===== config.mk =====
export PLATFORM = sky130hd
export DESIGN_NAME = cfg_serial_rx
export DESIGN_NICKNAME = d
export VERILOG_FILES = /design/src/rtl/cfg_serial_rx.sv
export SDC_FILE = /design/constraint.sdc
export NUM_CORES = 1
export LEC_CHECK = 0
export CAP_MARGIN = 20
export CORE_ASPECT_RATIO = 1.25
export CORE_UTILIZATION = 60
export DETAILED_ROUTE_END_ITERATION = 16
export PLACE_DENSITY = 0.8
export REMOVE_ABC_BUFFERS = 1
export SLEW_MARGIN = 0
export SYNTH_ARGS = -nofsm -noshare
export SYNTH_HDL_FRONTEND = slang
export SYNTH_SLANG_ARGS = --single-unit
export TNS_END_PERCENT = 20

===== constraint.sdc =====
create_clock -name i_clk -period 5.4 [get_ports i_clk]
set_clock_uncertainty 0.15 [all_clocks]
set_input_delay 1.35 -clock i_clk [delete_from_list [all_inputs] [get_ports i_clk]]
set_output_delay 1.35 -clock i_clk [all_outputs]
set_load 0.005 [all_outputs]

===== src/rtl/cfg_serial_rx.sv =====
// -----------------------------------------------------------------------------
// cfg_serial_rx
//   Serial configuration receiver and power-up sequencer. The FPGA serial link
//   (i_sclk / i_sdin) is oversampled in the i_clk domain. 12-bit frames are
//   assembled MSB first and validated. Gain codes are then applied, and the
//   amplifier and VCO resets are released in a fixed, evenly spaced order.
//
// Ports
//   i_clk        main clock, all logic on the rising edge
//   i_rst        asynchronous, active-high reset
//   i_sclk       serial clock from the FPGA (asynchronous)
//   i_sdin       serial data from the FPGA (asynchronous)
//   o_ready      configuration applied and release sequence complete
//   o_resetb1    active-low reset, amplifier 1
//   o_gainA1     amplifier 1 gain code
//   o_resetb2    active-low reset, amplifier 2
//   o_gainA2     amplifier 2 gain code
//   o_resetbvco  active-low reset, VCO
//   o_frame_err  one-cycle pulse for every rejected frame
// -----------------------------------------------------------------------------
module cfg_serial_rx #(
    parameter int STEP_CYCLES = 16,
    parameter int TIMEOUT     = 64
) (
    input  logic       i_clk,
    input  logic       i_rst,
    input  logic       i_sclk,
    input  logic       i_sdin,
    output logic       o_ready,
    output logic       o_resetb1,
    output logic [1:0] o_gainA1,
    output logic       o_resetb2,
    output logic [2:0] o_gainA2,
    output logic       o_resetbvco,
    output logic       o_frame_err
);

    localparam int STEP_W = $clog2(STEP_CYCLES);
    localparam int IDLE_W = $clog2(TIMEOUT + 1);
    localparam logic [STEP_W-1:0] STEP_LAST = STEP_W'(STEP_CYCLES - 1);
    localparam logic [IDLE_W-1:0] IDLE_LAST = IDLE_W'(TIMEOUT - 1);

    typedef enum logic [2:0] {
        WAIT_CFG = 3'd0,
        REL1     = 3'd1,
        REL2     = 3'd2,
        RELVCO   = 3'd3,
        READY    = 3'd4
    } state_t;

    // Even parity over the whole frame: XOR of all 12 bits must be zero.
    function automatic logic parity_is_even(input logic [11:0] frame);
        return ((^frame) == 1'b0);
    endfunction

    // Sync nibble, reserved bit and parity must all be correct.
    function automatic logic frame_is_valid(input logic [11:0] frame);
        return (frame[11:8] == 4'hA) && (frame[1] == 1'b0) && parity_is_even(frame);
    endfunction

    logic         sclk_meta_r, sclk_sync_r, sclk_prev_r;
    logic         sdin_meta_r, sdin_sync_r;
    logic         sclk_rise_s;
    logic [11:0]  shift_r;
    logic [3:0]   bit_cnt_r;
    logic [IDLE_W-1:0] idle_cnt_r;
    logic         frame_done_r;
    logic         frame_ok_s;
    logic         step_last_s;

    state_t       state_r, state_s;
    logic [STEP_W-1:0] step_cnt_r, step_cnt_s;
    logic         ready_r, ready_s;
    logic         resetb1_r, resetb1_s;
    logic         resetb2_r, resetb2_s;
    logic         resetbvco_r, resetbvco_s;
    logic [1:0]   gain1_r, gain1_s;
    logic [2:0]   gain2_r, gain2_s;
    logic         vco_en_r, vco_en_s;
    logic         err_r, err_s;

    // Two-flop synchronizers for sclk/sdin plus the sclk edge-detect flop.
    always_ff @(posedge i_clk or posedge i_rst) begin
        if (i_rst) begin
            sclk_meta_r <= 1'b0;
            sclk_sync_r <= 1'b0;
            sclk_prev_r <= 1'b0;
            sdin_meta_r <= 1'b0;
            sdin_sync_r <= 1'b0;
        end else begin
            sclk_meta_r <= i_sclk;
            sclk_sync_r <= sclk_meta_r;
            sclk_prev_r <= sclk_sync_r;
            sdin_meta_r <= i_sdin;
            sdin_sync_r <= sdin_meta_r;
        end
    end

    assign sclk_rise_s = sclk_sync_r & ~sclk_prev_r;
    assign frame_ok_s  = frame_is_valid(shift_r);
    assign step_last_s = (step_cnt_r == STEP_LAST);

    // Frame assembly: shift on each sclk rise, count bits, drop stale partial frames.
    always_ff @(posedge i_clk or posedge i_rst) begin
        if (i_rst) begin
            shift_r      <= 12'h000;
            bit_cnt_r    <= 4'd0;
            idle_cnt_r   <= {IDLE_W{1'b0}};
            frame_done_r <= 1'b0;
        end else begin
            frame_done_r <= 1'b0;
            if (sclk_rise_s) begin
                // An edge always wins over a simultaneous timeout.
                shift_r    <= {shift_r[10:0], sdin_sync_r};
                idle_cnt_r <= {IDLE_W{1'b0}};
                if (bit_cnt_r == 4'd11) begin
                    bit_cnt_r    <= 4'd0;
                    frame_done_r <= 1'b1;
                end else begin
                    bit_cnt_r <= bit_cnt_r + 4'd1;
                end
            end else if (bit_cnt_r != 4'd0) begin
                if (idle_cnt_r == IDLE_LAST) begin
                    bit_cnt_r  <= 4'd0;
                    idle_cnt_r <= {IDLE_W{1'b0}};
                end else begin
                    idle_cnt_r <= idle_cnt_r + IDLE_W'(1);
                end
            end else begin
                idle_cnt_r <= {IDLE_W{1'b0}};
            end
        end
    end

    // Sequencer next-state and next-output logic.
    always_comb begin
        state_s     = state_r;
        step_cnt_s  = step_cnt_r;
        ready_s     = ready_r;
        resetb1_s   = resetb1_r;
        resetb2_s   = resetb2_r;
        resetbvco_s = resetbvco_r;
        gain1_s     = gain1_r;
        gain2_s     = gain2_r;
        vco_en_s    = vco_en_r;
        err_s       = 1'b0;

        // Rejected frames are flagged regardless of sequencer state.
        if (frame_done_r && !frame_ok_s) begin
            err_s = 1'b1;
        end else begin
            err_s = 1'b0;
        end

        case (state_r)
            WAIT_CFG: begin
                if (frame_done_r && frame_ok_s) begin
                    gain1_s    = shift_r[7:6];
                    gain2_s    = shift_r[5:3];
                    vco_en_s   = shift_r[2];
                    resetb1_s  = 1'b1;
                    step_cnt_s = {STEP_W{1'b0}};
                    state_s    = REL1;
                end else begin
                    state_s = WAIT_CFG;
                end
            end
            REL1: begin
                if (step_last_s) begin
                    resetb2_s  = 1'b1;
                    step_cnt_s = {STEP_W{1'b0}};
                    state_s    = REL2;
                end else begin
                    step_cnt_s = step_cnt_r + STEP_W'(1);
                end
            end
            REL2: begin
                if (step_last_s) begin
                    step_cnt_s = {STEP_W{1'b0}};
                    if (vco_en_r) begin
                        resetbvco_s = 1'b1;
                        state_s     = RELVCO;
                    end else begin
                        ready_s = 1'b1;
                        state_s = READY;
                    end
                end else begin
                    step_cnt_s = step_cnt_r + STEP_W'(1);
                end
            end
            RELVCO: begin
                if (step_last_s) begin
                    ready_s    = 1'b1;
                    step_cnt_s = {STEP_W{1'b0}};
                    state_s    = READY;
                end else begin
                    step_cnt_s = step_cnt_r + STEP_W'(1);
                end
            end
            READY: begin
                // Only the gains follow later frames; resets and ready are sticky.
                if (frame_done_r && frame_ok_s) begin
                    gain1_s = shift_r[7:6];
                    gain2_s = shift_r[5:3];
                end else begin
                    state_s = READY;
                end
            end
            default: begin
                state_s    = WAIT_CFG;
                step_cnt_s = {STEP_W{1'b0}};
            end
        endcase
    end

    // Sequencer state and registered outputs.
    always_ff @(posedge i_clk or posedge i_rst) begin
        if (i_rst) begin
            state_r     <= WAIT_CFG;
            step_cnt_r  <= {STEP_W{1'b0}};
            ready_r     <= 1'b0;
            resetb1_r   <= 1'b0;
            resetb2_r   <= 1'b0;
            resetbvco_r <= 1'b0;
            gain1_r     <= 2'd0;
            gain2_r     <= 3'd0;
            vco_en_r    <= 1'b0;
            err_r       <= 1'b0;
        end else begin
            state_r     <= state_s;
            step_cnt_r  <= step_cnt_s;
            ready_r     <= ready_s;
            resetb1_r   <= resetb1_s;
            resetb2_r   <= resetb2_s;
            resetbvco_r <= resetbvco_s;
            gain1_r     <= gain1_s;
            gain2_r     <= gain2_s;
            vco_en_r    <= vco_en_s;
            err_r       <= err_s;
        end
    end

    assign o_ready     = ready_r;
    assign o_resetb1   = resetb1_r;
    assign o_resetb2   = resetb2_r;
    assign o_resetbvco = resetbvco_r;
    assign o_gainA1    = gain1_r;
    assign o_gainA2    = gain2_r;
    assign o_frame_err = err_r;

endmodule


==> flow_metrics.env <==
export IMPL_vias_per_cell=5.42
export IMPL_cts_sinks=47
export IMPL_preCtsSetupSlack_ps=2590
export IMPL_synth_common_cells="dfrtp_1 (47), nand2_1 (45), nor2_1 (12), o21ai_0 (12), xnor2_1 (10)"
export IMPL_htree_num_levels=2
export IMPL_grt_pass1_wl_mm=5.93
export IMPL_post_cts_buffers=0
export IMPL_synth_top_family_by_area="simple AND/OR/NAND/NOR gates"
export IMPL_cp_arrival_ps=2840
export IMPL_yosysMostFrequentCell="dfrtp_1"
export IMPL_synth_xor_area_share=0.0670
export IMPL_netlist_area_mm2=0.00203
export IMPL_p_sw_frac=0.275
export IMPL_drt_iter0_drc=50
export IMPL_cts_buffer_depth=2
export IMPL_final_cells=245
export IMPL_die_area_mm2=0.00363
export IMPL_muxShareOfSynthArea=0.0424
export IMPL_r2r_end="o_gainA1[0]"
export IMPL_tightest_slew_ps=591
export IMPL_synth_fa_ha_area_frac=0.0369
export IMPL_cts_clk_slew_worst_paths_ps=90
export IMPL_ir_worst_vdd_v=0.000315
export IMPL_cp_required_ps=5440
export IMPL_drtPass1Iterations=4
export IMPL_final_min_clock_period_ps=2810
export IMPL_multi_input_area_um2=806
export IMPL_syn_inst=190
export IMPL_synth_simple_area_share=0.179
export IMPL_wl_per_cell_um=14.6
export IMPL_crit_type="flip-flop to flip-flop"
export IMPL_core_mm2=0.00322
export IMPL_yosysWarnings=0
export IMPL_async_reset_ff_frac=1.00
export IMPL_clock_latency_ps=300
export IMPL_min_path_type="flip-flop to flip-flop"
export IMPL_clockRootBuffer="clkbuf_8"
export IMPL_drtAntennaViolNets=0
export IMPL_ctsHoldBuffers=0
export IMPL_track_usage=0.236
export IMPL_io_buffers=13
export IMPL_seqCellArea_mm2=0.00118
export IMPL_hold_depth=0
export IMPL_p_int_uw=627
export IMPL_synth_compound_area_frac=0.0707
export IMPL_synth_area_per_cell_um2=10.7
export IMPL_nNetsFinal=217
export IMPL_place_inst=237
export IMPL_startpoint_type="flip-flop"
export IMPL_synth_main_ff_cell="dfrtp_1"
export IMPL_drt_total_wl_mm=3.58
export IMPL_yosysTopAreaCell="dfrtp_1"
export IMPL_dp_final_hpwl_mm=2.55
export IMPL_max_freq_mhz=356
export IMPL_num_io_pins=14
export IMPL_reg2regPathDepth=7
export IMPL_total_leakage_power_nw=1.13
export IMPL_grt_pass1_vias=1330
export IMPL_synth_edf_count=0
export IMPL_status="complete, no violations"
export IMPL_cts_tree="built"
export IMPL_drive_gt1_frac=0.101
export IMPL_worstPathMaxFanout=6
export IMPL_final_hold_violation_count=0
export IMPL_dieHeight_um=67.1
export IMPL_area_growth_pct=14.1
export IMPL_power_frac_seq=0.495
export IMPL_crit_path_end_kind="flip-flop"
export IMPL_grt_overflow=0
export IMPL_diodes=0
export IMPL_vias=1328
export IMPL_ys_seq_area_frac=0.578
export IMPL_fill_cells=244
export IMPL_netlist_area_leader_share=0.578
export IMPL_antenna_found_initial=0
export IMPL_cts_resized=0
export IMPL_clockPowerShare=0.309
export IMPL_holdWs_ps=213
export IMPL_start_util=0.631
export IMPL_rrSetupSlack_ps=2590
export IMPL_timing_rr_start="shift_r[8]"
export IMPL_drc_errors=0
export IMPL_setup_ws_ps=2590
export IMPL_ys_ff_latch=47
export IMPL_setup_tns_ps=0
export IMPL_numCtsBuffers=5
export IMPL_synth_cell_types=34
export IMPL_grt_max_degree=48
export IMPL_finalSetupViolations=0
export IMPL_timing_final_crit_share=0.520
export IMPL_drv_cap=0
export IMPL_p_comb_frac=0.197
export IMPL_place_congestion=0.742
export IMPL_hold_end="sdin_sync_r"
export IMPL_p_switching_uw=238
export IMPL_min_from="sdin_meta_r"
export IMPL_maxSlewHeadroom=0.606
export IMPL_num_rows=23
export IMPL_fp_dieW_um=54.1
export IMPL_synth_top_cells_by_area="dfrtp_1 (58%), nand2_1 (8.3%), xnor2_1 (4.3%)"
export IMPL_slew_viol_final=0
export IMPL_p_per_area_mw_per_mm2=373
export IMPL_grt_setup_unrepaired="no"
==> worst max-delay path, stage by stage (launching register included) <==
cell and delay (ps):
dfrtp_1 370, inv_1 100, ha_1 260, xnor2_1 170, xnor3_1 430, xnor2_1 180
or4_1 680, mux2_4 360
==> cell usage in the layout, fill, tap and decap left out, types with 2 or more instances in the layout <==
cell type / count
clkdlybuf4s50_1: 13
nand2b_1: 4
nand2_1: 45
nand3_1: 7
mux2_4: 5
and3_1: 3
buf_4: 2
dfrtp_1: 47
nor2_1: 12
or2_2: 3
o22ai_1: 2
nor3_1: 2
clkbuf_8: 6
inv_1: 6
xnor2_1: 10
o21ai_0: 12
ha_1: 6
xor2_1: 3
==> through the flow <==
stage	instance area, µm²	power, mW	utilization
3_3_place_gp	2200	0.590	0.682
3_5_place_dp	2200	0.607	0.682
2_1_floorplan	2010	0.563	-
5_1_grt	2320	0.920	0.720
4_1_cts	2320	0.874	0.720
6_report	2320	0.865	0.720
==> registers in the layout, summed over array words and instances (netlist names) <==
name and cells:
shift_r 12, idle_cnt_r 7, bit_cnt_r 4, step_cnt_r 4
o_gainA2 3, state_r 3, o_gainA1 2, frame_done_r 1
o_frame_err 1, o_ready 1, o_resetb1 1, o_resetb2 1
o_resetbvco 1, sclk_meta_r 1, sclk_prev_r 1, sclk_sync_r 1
sdin_meta_r 1, sdin_sync_r 1, vco_en_r 1
==> power by group through the flow <==
| stage | registers (mW) | clock network [mW] | logic [mW] |
|---|---|---|---|
| 2_1_floorplan | 0.424 | 0 | 0.139 |
| 3_3_place_gp | 0.430 | 0 | 0.160 |
| 3_5_place_dp | 0.434 | 0 | 0.173 |
| 4_1_cts | 0.428 | 0.272 | 0.174 |
| 5_1_grt | 0.433 | 0.288 | 0.199 |
| 6_report | 0.428 | 0.267 | 0.170 |
==> per-layer routing <==
metal | vias up | wire length [µm] | track usage | share of wire
li1 | 661 | - | - | -
met1 | 646 | 1550 | 0.265 | 0.43
met2 | 19 | 1900 | 0.423 | 0.53
met3 | 2 | 98 | 0.0639 | 0.027
met4 | 0 | 30 | 0.0769 | 0.0084
met5 | - | 0 | 0 | 0
==> cells by family (layout without fill, tap and decap cells) <==
kind of cell               after synthesis  count (layout)
muxes                                    6               6
buffers and inverters                   12              30
DFF                                     47              47
and+or+nand+nor                         82              82
AOI/OAI and AO/OA                       23              23
xor gates and xnor gates                14              14
adders and majority gates                6               6
==> worst max path at each step <==
stage	from	endpoint	slack (ps)
global placement	shift_r[9]	o_gainA2[2]	2730
CTS	shift_r[8]	o_gainA1[0]	2560
finish	shift_r[8]	o_gainA1[0]	2590
global route	shift_r[8]	o_gainA2[1]	2420
floorplan	i_rst	bit_cnt_r[0]	2780
detailed placement	shift_r[8]	o_gainA1[0]	2590
==> final cells by class <==
type / count / share of cell area
flip-flops and latches: 47 / 0.507
clock buffers: 6 / 0.0356
clock inverters: 2 / 0.0167
well taps: 37 / 0.0199
multi-input cells: 131 / 0.347
repair buffers: 15 / 0.0625
inverters: 7 / 0.0113
(Power assumes the default switching activity.)
